--- src/rtl/i2c_fnv_pkg.sv ---
// Shared types and constants for the I2C FNV-1a hasher target: FSM states,
// command codes and the FNV offset/prime values for 32- and 64-bit digests.
package i2c_fnv_pkg;

  typedef enum logic [3:0] {
    ST_IDLE,
    ST_ADDR,
    ST_ADDR_ACK,
    ST_CMD,
    ST_CMD_ACK,
    ST_WDATA,
    ST_WDATA_ACK,
    ST_RDATA,
    ST_RDATA_ACK
  } state_e;

  localparam logic [7:0] CMD_ABSORB = 8'h01;
  localparam logic [7:0] CMD_RESET  = 8'h02;

  localparam logic [31:0] FNV32_OFFSET = 32'h811C_9DC5;
  localparam logic [31:0] FNV32_PRIME  = 32'h0100_0193;
  localparam logic [63:0] FNV64_OFFSET = 64'hCBF2_9CE4_8422_2325;
  localparam logic [63:0] FNV64_PRIME  = 64'h0000_0100_0000_01B3;

  // Constants are returned zero-extended to 64 bits; callers slice to width.
  function automatic logic [63:0] fnv_offset(input int width);
    return (width == 64) ? FNV64_OFFSET : {32'h0, FNV32_OFFSET};
  endfunction

  function automatic logic [63:0] fnv_prime(input int width);
    return (width == 64) ? FNV64_PRIME : {32'h0, FNV32_PRIME};
  endfunction

endpackage

--- src/rtl/i2c_bus_sync.sv ---
// Brings SCL/SDA into the clk domain and derives SCL edge strobes and
// START/STOP strobes from the synchronized levels only.
module i2c_bus_sync (
  input  logic clk,
  input  logic reset,
  input  logic scl,
  input  logic sda_in,
  output logic sda_s,
  output logic scl_rise,
  output logic scl_fall,
  output logic start_det,
  output logic stop_det
);

  logic [1:0] scl_ff;
  logic [1:0] sda_ff;
  logic       scl_q;
  logic       sda_q;
  logic       scl_s;

  // NOTE: sequential state uses non-blocking assignments so every flop samples
  // the pre-edge value of its neighbours, which is what makes a shift chain.
  always_ff @(posedge clk) begin
    if (reset) begin
      scl_ff <= 2'b11;
      sda_ff <= 2'b11;
      scl_q  <= 1'b1;
      sda_q  <= 1'b1;
    end else begin
      scl_ff <= {scl_ff[0], scl};
      sda_ff <= {sda_ff[0], sda_in};
      scl_q  <= scl_ff[1];
      sda_q  <= sda_ff[1];
    end
  end

  assign scl_s = scl_ff[1];
  assign sda_s = sda_ff[1];

  assign scl_rise  =  scl_s & ~scl_q;
  assign scl_fall  = ~scl_s &  scl_q;
  // SDA may only move while SCL is high for START/STOP, so require SCL high on both samples.
  assign start_det = scl_s & scl_q &  sda_q & ~sda_s;
  assign stop_det  = scl_s & scl_q & ~sda_q &  sda_s;

endmodule

--- src/rtl/i2c_fnv_hasher_target.sv ---
// I2C target that absorbs written bytes into an FNV-1a digest and streams a
// snapshot of that digest back, MSB byte first, on reads.
module i2c_fnv_hasher_target
  import i2c_fnv_pkg::*;
#(
  parameter int         HASH_WIDTH = 32,
  parameter logic [6:0] I2C_ADDR   = 7'h2A,
  parameter int         CNT_WIDTH  = 16
) (
  input  logic                  clk,
  input  logic                  reset,
  input  logic                  scl,
  input  logic                  sda_in,
  output logic                  sda_out,
  output logic                  sda_oe,
  output logic [HASH_WIDTH-1:0] hash_out,
  output logic [CNT_WIDTH-1:0]  byte_count,
  output logic                  busy
);

  localparam logic [63:0]           OFFSET_FULL = fnv_offset(HASH_WIDTH);
  localparam logic [63:0]           PRIME_FULL  = fnv_prime(HASH_WIDTH);
  localparam logic [HASH_WIDTH-1:0] OFFSET      = OFFSET_FULL[HASH_WIDTH-1:0];
  localparam logic [HASH_WIDTH-1:0] PRIME       = PRIME_FULL[HASH_WIDTH-1:0];

  state_e state, next_state;

  logic                  sda_s, scl_rise, scl_fall, start_det, stop_det;
  logic [2:0]            bit_cnt;
  logic [7:0]            shreg;
  logic                  rw;
  logic                  ack_on;
  logic                  absorb_en;
  logic [HASH_WIDTH-1:0] hash;
  logic [HASH_WIDTH-1:0] snap;
  logic [7:0]            rx_byte;
  logic [7:0]            tx_byte;
  logic                  tx_bit;
  logic                  byte_done;
  logic                  rx_state;
  logic                  cmd_ok;

  i2c_bus_sync u_sync (
    .clk       (clk),
    .reset     (reset),
    .scl       (scl),
    .sda_in    (sda_in),
    .sda_s     (sda_s),
    .scl_rise  (scl_rise),
    .scl_fall  (scl_fall),
    .start_det (start_det),
    .stop_det  (stop_det)
  );

  assign rx_byte   = {shreg[6:0], sda_s};
  assign tx_byte   = snap[HASH_WIDTH-1 -: 8];
  assign tx_bit    = tx_byte[~bit_cnt];
  assign byte_done = scl_rise && (bit_cnt == 3'd7);
  assign rx_state  = (state == ST_ADDR) || (state == ST_CMD) || (state == ST_WDATA);
  assign cmd_ok    = (rx_byte == CMD_ABSORB) || (rx_byte == CMD_RESET);

  always_ff @(posedge clk) begin
    if (reset) state <= ST_IDLE;
    else       state <= next_state;
  end

  // NOTE: every combinational output gets a default first, so no path can
  // leave a signal unassigned and infer a latch.
  always_comb begin
    next_state = state;
    if (start_det) begin
      next_state = ST_ADDR;
    end else if (stop_det) begin
      next_state = ST_IDLE;
    end else begin
      case (state)
        ST_ADDR:
          if (byte_done) next_state = (rx_byte[7:1] == I2C_ADDR) ? ST_ADDR_ACK : ST_IDLE;
        ST_ADDR_ACK:
          if (scl_fall && ack_on) next_state = rw ? ST_RDATA : ST_CMD;
        ST_CMD:
          if (byte_done) next_state = cmd_ok ? ST_CMD_ACK : ST_IDLE;
        ST_CMD_ACK:
          if (scl_fall && ack_on) next_state = ST_WDATA;
        // Data after a reset command is refused rather than silently dropped.
        ST_WDATA:
          if (byte_done) next_state = absorb_en ? ST_WDATA_ACK : ST_IDLE;
        ST_WDATA_ACK:
          if (scl_fall && ack_on) next_state = ST_WDATA;
        ST_RDATA:
          if (scl_fall && (bit_cnt == 3'd7)) next_state = ST_RDATA_ACK;
        ST_RDATA_ACK:
          if (scl_rise && sda_s)        next_state = ST_IDLE;
          else if (scl_fall && ack_on)  next_state = ST_RDATA;
        default: ;
      endcase
    end
  end

  always_ff @(posedge clk) begin
    if (reset) begin
      bit_cnt    <= '0;
      shreg      <= '0;
      rw         <= 1'b0;
      ack_on     <= 1'b0;
      absorb_en  <= 1'b0;
      snap       <= OFFSET;
      hash       <= OFFSET;
      byte_count <= '0;
    end else begin
      // Read bits advance on SCL fall so SDA never moves while SCL is high.
      if (start_det || (state != next_state))
        bit_cnt <= '0;
      else if ((scl_rise && rx_state) || (scl_fall && (state == ST_RDATA)))
        bit_cnt <= bit_cnt + 3'd1;

      if (scl_rise && rx_state) shreg <= rx_byte;

      // ack_on marks the second half of an ACK slot: drive phase, or controller ACK seen.
      if (state != next_state)
        ack_on <= 1'b0;
      else if (scl_fall && (state inside {ST_ADDR_ACK, ST_CMD_ACK, ST_WDATA_ACK}))
        ack_on <= 1'b1;
      else if (scl_rise && (state == ST_RDATA_ACK) && !sda_s)
        ack_on <= 1'b1;

      if ((state == ST_ADDR) && (next_state == ST_ADDR_ACK)) begin
        rw   <= rx_byte[0];
        snap <= hash;
      end else if ((state == ST_RDATA_ACK) && (next_state == ST_RDATA)) begin
        snap <= {snap[HASH_WIDTH-9:0], snap[HASH_WIDTH-1 -: 8]};
      end

      if ((state == ST_CMD) && (next_state == ST_CMD_ACK))
        absorb_en <= (rx_byte == CMD_ABSORB);

      if ((state == ST_CMD) && (next_state == ST_CMD_ACK) && (rx_byte == CMD_RESET)) begin
        hash       <= OFFSET;
        byte_count <= '0;
      end else if ((state == ST_WDATA) && (next_state == ST_WDATA_ACK)) begin
        hash <= (hash ^ {{(HASH_WIDTH-8){1'b0}}, rx_byte}) * PRIME;
        if (byte_count != '1) byte_count <= byte_count + CNT_WIDTH'(1);
      end
    end
  end

  // Reset gates the bus outputs combinationally so the line is freed at once.
  always_comb begin
    sda_oe = 1'b0;
    case (state)
      ST_ADDR_ACK, ST_CMD_ACK, ST_WDATA_ACK: sda_oe = ack_on;
      ST_RDATA:                              sda_oe = ~tx_bit;
      default: ;
    endcase
    busy = (state != ST_IDLE) && (state != ST_ADDR);
    if (reset) begin
      sda_oe = 1'b0;
      busy   = 1'b0;
    end
  end

  assign sda_out  = 1'b0;
  assign hash_out = hash;

endmodule

--- config.mk ---
export PLATFORM = sky130hd
export DESIGN_NAME = i2c_fnv_hasher_target
export DESIGN_NICKNAME = d
export VERILOG_FILES = /design/src/rtl/i2c_fnv_pkg.sv /design/src/rtl/i2c_bus_sync.sv /design/src/rtl/i2c_fnv_hasher_target.sv
export SDC_FILE = /design/constraint.sdc
export NUM_CORES = 1
export LEC_CHECK = 0
export ABC_CLOCK_PERIOD_IN_PS = 6990
export CORE_MARGIN = 10
export CORE_UTILIZATION = 58
export CTS_CLUSTER_DIAMETER = 200
export DETAILED_ROUTE_END_ITERATION = 6
export HOLD_SLACK_MARGIN = 0.1
export PLACE_DENSITY = 0.78
export SYNTH_ARGS = -nofsm -noshare
export SYNTH_HDL_FRONTEND = slang
export SYNTH_SLANG_ARGS = --single-unit
--- constraint.sdc ---
create_clock -name clk -period 6.99 [get_ports clk]
set_clock_uncertainty 0.1 [all_clocks]
set_input_delay 0.699 -clock clk [delete_from_list [all_inputs] [get_ports clk]]
set_output_delay 0.699 -clock clk [all_outputs]
set_load 0.02 [all_outputs]
# Word-level counts from Yosys, hierarchy flattened
# Index checks and enable logic that the tools add are counted.
[totals]
out_inout_bits = 51
word_cells = 105
register_bits = 103
[classes]
n_eq_ne = 19
mux = 24
mul = 1
n_addsub = 2
n_bitwise = 14
n_lt_le_gt_ge = 1
n_reduce_logical = 31
[op_table]
columns = ["cell", "n"]
rows = [
  ["$mux 32", 2],
  ["$mux 4", 10],
  ["$mul 32x25->32 const B", 1],
  ["$xor 32x8->32", 1],
  ["$eq 4x3->1 const B", 7],
  ["$pmux 4 s7", 1],
  ["$add 16x1->16 const B", 1],
  ["$ne 16x16->1 const B", 1],
  ["$logic_and 1x1->1", 15],
  ["$eq 4x2->1 const B", 3],
  ["$mux 3", 3],
  ["$eq 8x1->1 const B", 1],
  ["$eq 8x2->1 const B", 1],
  ["$reduce_or 2->1", 4],
  ["$and 1x1->1", 7],
  ["$eq 7x6->1 const B", 1],
  ["$logic_or 1x1->1", 5],
  ["$mux 1", 5],
  ["$not 1->1", 5],
  ["$eq 4x1->1 const B", 1],
  ["$eq 4x4->1 const B", 1],
  ["$lt 3x4->1 const B", 1],
  ["$ne 4x1->1 const B", 1],
  ["$ne 4x4->1", 1],
  ["12 further kinds", 13],
]

# Longest topological paths before layout
[depth]
word_depth = 12
mapped_depth = 25
mapped_depth_nobuf = 24

# Modules after synthesis
# Synthesis repeated with hierarchy kept, for this count alone.
[unflattened]
hier_cells = 1125
hier_area_um2 = 10223.6
[modules_own_cells]
columns = ["mod", "instances", "area_each_um2", "cells_per_inst"]
rows = [
  ["i2c_fnv_hasher_target", 1, 10033.4, 1109],
  ["i2c_bus_sync", 1, 190.2, 16],
]

# Least setup slack after synthesis
# Ideal clock, no wire load.
[synth_timing]
path_kind = "register -> register"
startpoint = "reg hash[7], in the netlist hash_out[7]"
endpoint = "reg hash[30], in the netlist hash_out[30]"
setup_ps = 118
required_ps = 6772
setup_slack_ps = 1290
synth_period_minus_slack_ps = 5700
path_stages_with_launch = 22
arrival_ps = 5482
path_cell_list = "dfxtp_1 -> xnor2_1 -> inv_1 -> ha_1 -> ha_1 -> fa_1 -> ha_1 -> fa_1 -> ha_1 -> inv_1 -> fa_1 -> inv_1 -> ha_1 -> a21o_1 -> a221oi_1 -> o21ai_0 -> o21bai_1 -> and4_1 -> o41ai_2 -> o21ai_1 -> xnor2_1 -> o21ai_1"
[synth_between]
elab_chain_len = 2
[synth_rtl]
columns = ["element", "line", "rtl"]
rows = [
  ["start: declaration", "i2c_fnv_hasher_target.sv:34", "logic [HASH_WIDTH-1:0] hash;"],
  ["start signal: assignment", "i2c_fnv_hasher_target.sv:141", "hash <= (hash ^ {{(HASH_WIDTH-8){1'b0}}, rx_byte}) * PRIME;"],
  ["$xor 32x8->32", "i2c_fnv_hasher_target.sv:141", ""],
  ["$mul 32x25->32", "i2c_fnv_hasher_target.sv:141", ""],
]
# Every way passes these cells.
# A chain may end at the register's enable or synchronous reset.

# Final worst setup path
# Ends and elaborated chain as after synthesis.

==> reports/qor.yml <==
synth_cells: 1163
hold_depth: 1
first_pass_iters: 5
cts_num_sinks: 103
hold_start: "u_sync.scl_ff[0]"
drive_gt1_share_pct: 4.33
yosys_warnings: 0
finalPower_mw: 1.38
hold_buffers: 0
synth-compound-area-share_pct: 11.4
drtIter0Drc: 561
synthAdderAreaFrac_pct: 37.6
core_area_mm2: 0.0172
num_rows: 48
relSlewSlack_pct: 21.0
place_area_mm2: 0.0109
ios: 55
tritoncts: "done"
yosysSeqAreaShare_pct: 20.3
crit_path_start_kind: "flop"
postSynthNetCount: 1428
synth-simple-area-share_pct: 14.4
grt_max_degree: 66
synth_area_leaders: "ha_1 23%, dfxtp_1 20%, fa_1 15%"
grt_pass1_vias: 7929
muxShareOfSynthArea_pct: 1.72
root_buffer: "clkbuf_16"
route.detailed.drc: 0
die-width_um: 152
async_flop_share_pct: 0
n_antenna_cell: 0
r2r_cells: 21
reg2reg_from: "hash_out[7]"
mostFrequentLayoutCells: "187 x ha_1, 184 x inv_1, 122 x nand2_1"
synth.largest_area_cell: "ha_1"
gr-usage-all-layers_pct: 21.6
min_path_type: "flop to flop"
critPathKind: "flop to flop"
antenna_found_initial: 0
hold_viol_final: 0
period_needed_ns: 6.18
cts_max_level: 3
setup_tns_ns: 0
required_ns: 7.15
end_kind: "flop"
ys_ff_latch: 103
ir_drop_mv: 0.134
multiInputGateArea_mm2: 0.00724
portBuffers: 53
avgSynthCellArea_um2: 8.75
final_common_cell: "ha_1"
regToRegEndpoint: "hash_out[30]"
place.gp.congestion: 0.902
synth_edf_count: 0
grt_setup_unrepaired: "false"
cts.clk_slew.worst_paths_ns: 0.07
worstMarginPinSlew_ns: 1.18
syn-cell-area_mm2: 0.0102
die_y_um: 152
vias: 8049
area_growth_pct: 10.3
max_freq_ghz: 0.162
powerDensity_mw_per_mm2: 123
power.leakage_nw: 5.54
finalWirelength_mm: 25.0
synthFlopType: "dfxtp_1"
rrSetupSlack_ns: 0.81
synth_xor_area_share_pct: 5.86
dieArea_mm2: 0.0232
final_cells: 1427
placed_cells: 1411
arrival_ns: 6.34
grt_pass1_wl_mm: 41.5
synth_top_family_by_area: "adder cells"
start_util_pct: 59.0
via_per_inst: 5.64
utilization_pct: 65.1
holdPathEnd: "u_sync.scl_ff[1]"
cts_inserted_buffers: 9
status: "complete, no violations"
nNetsFinal: 1462
finalSetupViolCount: 0
regArea_mm2: 0.00206
cap_violations: 0
postCtsResizedCells: 0
post_cts_buffers: 0
post_synth_num_cell_types: 70
insertion_delay_ns: 0.36
synth_top_area_share_pct: 23.0
drv_slew: 0
overflow: 0
ant_nets: 0
post-dp-hpwl_mm: 19.2
fillerInstances: 1408
cts_max_path_buffers: 2
avgRoutedWirePerCell_um: 17.5
worstPathMaxFanout: 5
timing.final.crit_share_pct: 88.5
design_area_mm2: 0.0112
[stage by stage]
stage | hold WS (ns) | setup slack [ns]
floorplan | 0.289 | 1.29
global placement | 0.291 | 0.997
detailed placement | 0.297 | 0.854
CTS | 0.310 | 0.820
global route | 0.325 | 0.476
finish | 0.307 | 0.805
[state kept, by name, indices dropped and copies added, names as in the netlist]
register / cells
hash_out: 32
snap: 32
byte_count: 16
shreg: 7
state: 4
bit_cnt: 3
u_sync.scl_ff: 2
u_sync.sda_ff: 2
absorb_en: 1
ack_on: 1
rw: 1
u_sync.scl_q: 1
u_sync.sda_q: 1
[layer usage]
| metal | vias to the layer above | wire, um | part of all wire [%] | track usage [%] |
|---|---|---|---|---|
| met4 | 0 | 634 | 2.5 | 6.09 |
| met3 | 44 | 1480 | 5.9 | 3.90 |
| li1 | 3927 | - | - | - |
| met2 | 229 | 11800 | 47 | 34.9 |
| met1 | 3849 | 11100 | 44 | 28.8 |
| met5 | - | 0 | 0 | 0 |
[layout make-up]
class | count | area share, %
multi-input cells | 835 | 64.5
flip-flops and latches | 103 | 18.4
inverters | 184 | 6.16
repair buffers | 64 | 5.42
well taps | 225 | 2.51
clock buffers | 9 | 2.01
clock inverters | 7 | 1.05
[how the worst max path moves through the flow]
stage,start,to,slack [ns],cells past startpoint
6_report,hash_out[7],hash_out[30],0.81,21
5_1_grt,hash_out[7],hash_out[30],0.48,21
4_1_cts,hash_out[7],hash_out[30],0.82,21
3_5_place_dp,hash_out[7],hash_out[30],0.85,21
3_3_place_gp,hash_out[7],hash_out[30],1.0,21
2_1_floorplan,hash_out[7],hash_out[30],1.29,21
[cells by family (layout without fill, tap and decap cells)]
family                     Yosys count  in the layout
buffers and inverters              225            264
other                                1              1
AOI/OAI and AO/OA                  173            173
and+or+nand+nor                    317            317
xor gates and xnor gates            68             68
adders and majority gates          261            261
DFF                                103            103
muxes                               15             15
[report_power, final]
part	switching (mW)	internal, mW
Clock	0.239	0.351
Sequential	0.0278	0.600
Combinational	0.0994	0.0663
[worst max-delay path, stage by stage, from the launching register on]
cell	delay, ns
dfxtp_1	0.34
xnor2_1	0.41
inv_1	0.25
ha_1	0.33
ha_1	0.28
fa_1	0.44
ha_1	0.22
fa_1	0.50
ha_1	0.29
inv_1	0.05
fa_1	0.54
inv_1	0.04
ha_1	0.35
a21o_1	0.20
a221oi_1	0.32
o21ai_0	0.13
o21bai_1	0.26
and4_1	0.29
o41ai_2	0.36
o21ai_1	0.14
xnor2_1	0.14
o21ai_1	0.08
[synth_stat cells (4+ instances only)]
master / number
ha_1: 187
o21ai_1: 4
and3_1: 11
a311oi_1: 18
nand2b_1: 16
or2_2: 6
inv_1: 184
a31oi_1: 8
nor3_1: 12
a21oi_1: 45
nor2_1: 76
xnor2_1: 39
nand2_1: 122
buf_2: 11
a21o_1: 18
o21bai_1: 6
nand3_1: 39
dfxtp_1: 103
nor2b_1: 10
xor2_1: 29
nand4_1: 4
fa_1: 74
o211ai_1: 8
a211oi_1: 4
o21ai_0: 35
mux2i_1: 13
clkbuf_1: 25
Note: power is estimated with default switching activity, not from simulation.
==> edit 1, RTL diff (same settings) <==
Set the parameter `HASH_WIDTH` to 28 (it was 32).
--- a/src/rtl/i2c_fnv_hasher_target.sv
+++ b/src/rtl/i2c_fnv_hasher_target.sv
@@ -5,3 +5,3 @@
 #(
-  parameter int         HASH_WIDTH = 32,
+  parameter int         HASH_WIDTH = 28,
   parameter logic [6:0] I2C_ADDR   = 7'h2A,
Interface: changed (resized hash_out); port bits go from 55 to 51. The function was not compared with the original's and may differ.
==> edit 1 against the unedited design <==
Worst setup slack better by 0.15 ns; utilization is 0.19 points higher; sequential cell count is 8 lower; routed wire length is 13% lower; sequential power is 11% lower; fmax is 2.4% higher; design area is 12% lower; combinational power is 37% lower; critical path depth is 2 lower; power is 14% lower; largest power group unchanged; first-iteration DRC count is 18% higher; hold slack better by 0.0029 ns; area after synthesis is 12% lower.
==> edit 1: results (changes against the unedited design) <==
- Endpoint of the lowest-slack register-to-register path: hash_out[26]
- The routability-driven placement congestion ratio was 0.901 (about the same).
- Highest ir drop seen on vdd: 0.118 mV (-12%)
- The number of input and output port buffers inserted is 49 (-7.5%).
* Total via count after detailed routing: 7316 (-9.1%)
- Kind of path behind the tightest hold check: reg2reg
- Via count of the first global-routing pass: 7040 (-11%)
- The flow ran to the end, and the final reports show no timing, DRC or antenna violations.
* DRC marker count from the first detailed-route iteration: 664 (+18%)
* Total of warnings raised by yosys: 0 (unchanged)
* Global-route wire length before repair: 35.6 mm (-14%)
- Ys async rst share: 0 (unchanged)
- Remaining max-slew budget at the tightest pin: 0.275 (+0.0644)
- Critical path peak fanout: 6 (+1)
- By count the netlist is led by sky130_fd_sc_hd__inv_1 (156), sky130_fd_sc_hd__ha_1 (154), sky130_fd_sc_hd__dfxtp_1 (95), sky130_fd_sc_hd__nand2_1 (85), sky130_fd_sc_hd__nor2_1 (64).
- The critical path data arrival time was 6.21 ns (-0.13 ns).
- The slack of the worst reg-to-reg path is 0.95 ns (+0.15 ns).
- The layout cell share with drive strength beyond 1 is 0.0453 (+0.00202).
- On the critical path, the stage with the largest delay is an instance of sky130_fd_sc_hd__xor2_1.
- The number of filler cells placed in the layout is 1264 (-10%).
- The critical path starts at hash_out[3].
- The number of cells on the worst reg-to-reg path is 19 (-9.5%).
* Total wirelength of the detailed-routed design: 21.9 mm (-13%)
- Nets@finish: 1271 (-13%)
- Slowest stage delay, CP: 0.60 ns (+0.06 ns)
- The number of antenna violations at the first check in global routing came to 0 (unchanged).
- The global-route usage over all layers is 0.214 (-0.00118).
* Leading post-synthesis cells by cell area: sky130_fd_sc_hd__ha_1 (21%), sky130_fd_sc_hd__dfxtp_1 (21%), sky130_fd_sc_hd__fa_1 (13%)
- The post-detailed-placement half-perimeter wirelength is 16.7 mm (-13%).
- Total leakage power: 4.72 nW (-15%)
- The final critical-path required period is 6.04 ns (-0.146 ns).
- The post-route worst hold slack came to 0.310 ns (+0.00294 ns).
* Worst slack after detailed placement: 1.04 ns (+0.186 ns)
* Fraction of the yosys area taken by sequential cells: 0.212 (+0.00894)
- The total nets after synthesis came to 1239 (-13%).
* Maximum number of pins on one net before global-route repair: 51 (-23%)
* Synth unique cells: 73 (+4.3%)
[edit 1: cell count changes in the layout (fill, tap and decap cells not counted), moves of 10 or more]
cell / before / now
sky130_fd_sc_hd__a21oi_1: 45 / 57
sky130_fd_sc_hd__a22oi_1: 0 / 13
sky130_fd_sc_hd__a311oi_1: 18 / 0
sky130_fd_sc_hd__fa_1: 74 / 58
sky130_fd_sc_hd__ha_1: 187 / 154
sky130_fd_sc_hd__inv_1: 184 / 156
sky130_fd_sc_hd__nand2_1: 122 / 85
sky130_fd_sc_hd__nor2_1: 76 / 64
sky130_fd_sc_hd__o21ai_0: 35 / 20
sky130_fd_sc_hd__or3_1: 0 / 10
sky130_fd_sc_hd__xnor2_1: 39 / 28
[edit 1: worst min path at each step]
stage	from	end
final	u_sync.scl_ff[0]	u_sync.scl_ff[1]
after floorplan	u_sync.scl_ff[0]	u_sync.scl_ff[1]
after CTS	u_sync.scl_ff[0]	u_sync.scl_ff[1]
after global placement	u_sync.scl_ff[0]	u_sync.scl_ff[1]
after detailed placement	u_sync.scl_ff[0]	u_sync.scl_ff[1]
after global routing	u_sync.sda_ff[0]	u_sync.sda_ff[1]
[edit 1: per-layer routing]
layer / up-vias / track usage / wire, um
met1: 3521 / 0.280 / 9700
met3: 40 / 0.0331 / 1280
li1: 3515 / - / -
met2: 240 / 0.360 / 10500
met5: - / 0 / 0
met4: 0 / 0.0564 / 456
[edit 1: final cells by class]
class / count / area share
Sequential cell: 95 / 0.192
Inverter: 156 / 0.0590
Tap cell: 188 / 0.0237
Timing Repair Buffer: 60 / 0.0577
Clock inverter: 6 / 0.00731
Multi-Input combinational cell: 733 / 0.637
Clock buffer: 10 / 0.0241
[edit 1: logic make-up after synthesis]
| logic type | count (synthesis) | synth area share |
|---|---|---|
| AO/OA/AOI/OAI | 179 | 0.135 |
| XOR/XNOR | 64 | 0.0624 |
| adder cells (fa/ha/maj) | 212 | 0.344 |
| buffers and inverters | 195 | 0.0856 |
| flip-flops | 95 | 0.212 |
| multiplexers | 16 | 0.0206 |
| other | 1 | 0.000417 |
| AND/OR/NAND/NOR | 261 | 0.141 |
[edit 1: power by group]
part / switching (W) / internal [W] / total (W) / leakage [nW]
Sequential: 0.0000138 / 0.000548 / 0.000561 / 0.768
Combinational: 0.0000630 / 0.0000416 / 0.000105 / 3.80
Clock: 0.000234 / 0.000293 / 0.000527 / 0.156
Total: 0.000310 / 0.000883 / 0.00119 / 4.72
[edit 1: stage by stage]
step	std cells	area [um^2]
final	1248	9930
after floorplan	1023	8980
after CTS	1248	9930
after global routing	1248	9930
after detailed placement	1232	9610
after global placement	1232	9610
==> edit 2, RTL diff (same settings) <==
Made on the original files. Reset style: asynchronous (`reset`), changed in 3 clocked blocks.
--- a/src/rtl/i2c_bus_sync.sv
+++ b/src/rtl/i2c_bus_sync.sv
@@ -22,3 +22,3 @@
   // the pre-edge value of its neighbours, which is what makes a shift chain.
-  always_ff @(posedge clk) begin
+  always_ff @(posedge clk or posedge reset) begin
     if (reset) begin
--- a/src/rtl/i2c_fnv_hasher_target.sv
+++ b/src/rtl/i2c_fnv_hasher_target.sv
@@ -61,3 +61,3 @@
 
-  always_ff @(posedge clk) begin
+  always_ff @(posedge clk or posedge reset) begin
     if (reset) state <= ST_IDLE;
@@ -99,3 +99,3 @@
 
-  always_ff @(posedge clk) begin
+  always_ff @(posedge clk or posedge reset) begin
     if (reset) begin
Formal check against the unedited RTL: same outputs for any inputs over 10 cycles, from zero or initial values and one cycle with reset high; that may be too few to reach the edited logic, so the function may still have changed.
==> edit 2 against the unedited design <==
Critical path type unchanged; critical endpoint is now hash_out[29]; utilization about the same; sequential cell count unchanged; design area rose by 4.2%; non-clock buffer count is 1 lower; worst setup slack gained 0.088 ns; area after synthesis grew 4.3%; routed wire length about the same.
Power is not compared: it rests on default switching activity, and its combinational part moved more than twofold at a synthesized area within 25%.
==> edit 2: results (changes against the unedited design) <==
* Result of the run: complete, no violations
- The slew at the pin closest to its max-slew limit was 1.11 ns (-0.0723 ns).
* Critical path peak fanout: 6 (+1)
- Critical-path top delay cell: sky130_fd_sc_hd__dfstp_2
- Global-route track usage on met3: 0.0314 (-0.00752)
- Synth unique cells: 74 (+5.7%)
- Most instantiated flip-flop cell in the synthesis netlist: sky130_fd_sc_hd__dfrtp_1
- The fraction of met2 tracks used by global routing was 0.354 (+0.00474).
- The part of the cycle the worst path needs was 0.872 (-0.0126).
- After synthesis, the most frequently instantiated cells are sky130_fd_sc_hd__inv_1 (197), sky130_fd_sc_hd__ha_1 (188), sky130_fd_sc_hd__nor2_1 (77), sky130_fd_sc_hd__fa_1 (74), sky130_fd_sc_hd__a21oi_1 (71).
- The total nets after synthesis came to 1359 (-4.8%).
- Fill cells: 1448 (+2.8%)
- The routability-driven placement congestion ratio was 0.903 (+0.20%).
- Vias per inst: 5.75 (+1.9%)
* Number of detailed-route iterations in the first pass: 5 (unchanged)
* Global-route wire length before repair: 40.4 mm (-2.7%)
- The post-detailed-placement half-perimeter wirelength came to 19.0 mm (-1.1%).
- The part of the Yosys area used for sequential elements was 0.247 (+0.0443).
* Count of buffers from port buffering: 53 (unchanged)
- The iteration-0 DRC count of the detailed router came to 541 (-3.6%).
- The number of global-route vias before repair is 7814 (-1.5%).
- The fraction of met1 tracks used by global routing is 0.278 (-0.00989).
- Slowest stage delay, CP: 0.57 ns (+0.03 ns)
- Data arrival time of the worst path: 6.20 ns (-0.14 ns)
- Layout cell share with drive strength beyond 1: 0.0800 (+0.0367)
* Global Route Usage Sum: 0.209 (-0.00688)
- Leading post-synthesis cells by cell area: sky130_fd_sc_hd__ha_1 (22%), sky130_fd_sc_hd__dfrtp_1 (16%), sky130_fd_sc_hd__fa_1 (14%)
- Maximum number of pins on one net before global-route repair: 75 (+14%)
- Total wirelength of the detailed-routed design: 25.1 mm (about the same)
- The share of synthesized flip-flops with an asynchronous set or reset is 1.00 (+1.00).
- CTS placed an instance of sky130_fd_sc_hd__clkbuf_16 at the clock tree root.
[edit 2: changes by cell type in the layout (fill, tap and decap cells not counted), sizes merged, moves of 8 or more]
cell,before,now
xor2,29,42
nand3,39,26
dfrtp,0,69
inv,186,199
a21oi,45,71
dfstp,0,34
xnor2,39,31
dfxtp,103,0
mux2i,13,37
a311oi,18,2
nand2,123,34
mux2,0,8
nor2b,10,2
nand2b,16,6
[edit 2: power groups by stage]
stage / logic (W) / clock network [W] / registers [W]
after floorplan: 0.00155 / 0 / 0.000668
after global placement: 0.00185 / 0 / 0.000731
after detailed placement: 0.00191 / 0 / 0.000734
after CTS: 0.00193 / 0.000541 / 0.000724
after global routing: 0.00219 / 0.000562 / 0.000735
final: 0.00193 / 0.000532 / 0.000727
[edit 2: cell families (layout without fill, tap and decap cells)]
logic type                 after synthesis  count (layout)  share of synthesized area
muxes                                   47              47                     0.0477
AOI/OAI and AO/OA                      183             183                      0.111
buffers and inverters                  231             276                     0.0832
and+or+nand+nor                        193             193                     0.0891
xor gates and xnor gates                73              73                     0.0603
adders and majority gates              262             262                      0.361
other                                    1               1                   0.000354
DFF                                    103             103                      0.247
[edit 2: cell type report]
type,count,area [um^2],area share
Timing Repair Buffer,63,606,0.0518
Multi-Input combinational cell,759,7130,0.610
Sequential cell,103,2620,0.224
Inverter,197,742,0.0635
Tap cell,229,287,0.0245
Clock inverter,6,78.8,0.00674
Clock buffer,10,229,0.0196
[edit 2: critical path: cells and delay by family (launching register included)]
kind	cells	cell delay [ns]
flops	1	0.57
fa+ha+maj	8	2.95
simple gates	1	0.14
buf+inv	3	0.31
xor+xnor	2	0.34
compound gates	7	1.53
[edit 2: path summary, 6_finish.rpt]
check,from,to,slack (ns),depth (start not counted)
worst max-delay path,hash_out[6],hash_out[29],0.89,21
worst min-delay path,u_sync.sda_ff[0],u_sync.sda_ff[1],0.26,0
worst max register to register,hash_out[6],hash_out[29],0.89,21
worst min register to register,u_sync.sda_ff[0],u_sync.sda_ff[1],0.26,0
max in group asynchronous,reset,hash_out[17],4.88,3
min in group asynchronous,reset,state[1],0.62,2
[edit 2: per-stage QoR]
stage,setup slack [ns],cells,area [um^2],utilization
2_1_floorplan,1.03,1093,10600,-
3_3_place_gp,1.04,1351,11400,0.634
3_5_place_dp,0.955,1351,11400,0.634
4_1_cts,0.929,1367,11700,0.651
5_1_grt,0.672,1367,11700,0.651
6_report,0.893,1367,11700,0.651
[edit 2: routing by layer]
metal  vias to the layer above  part of all wire  wire length [um]
li1                       3751                 -                 -
met1                      3910              0.45             11200
met2                       173              0.50             12400
met3                        21             0.045              1130
met4                         0             0.013               316
met5                         -                 0                 0
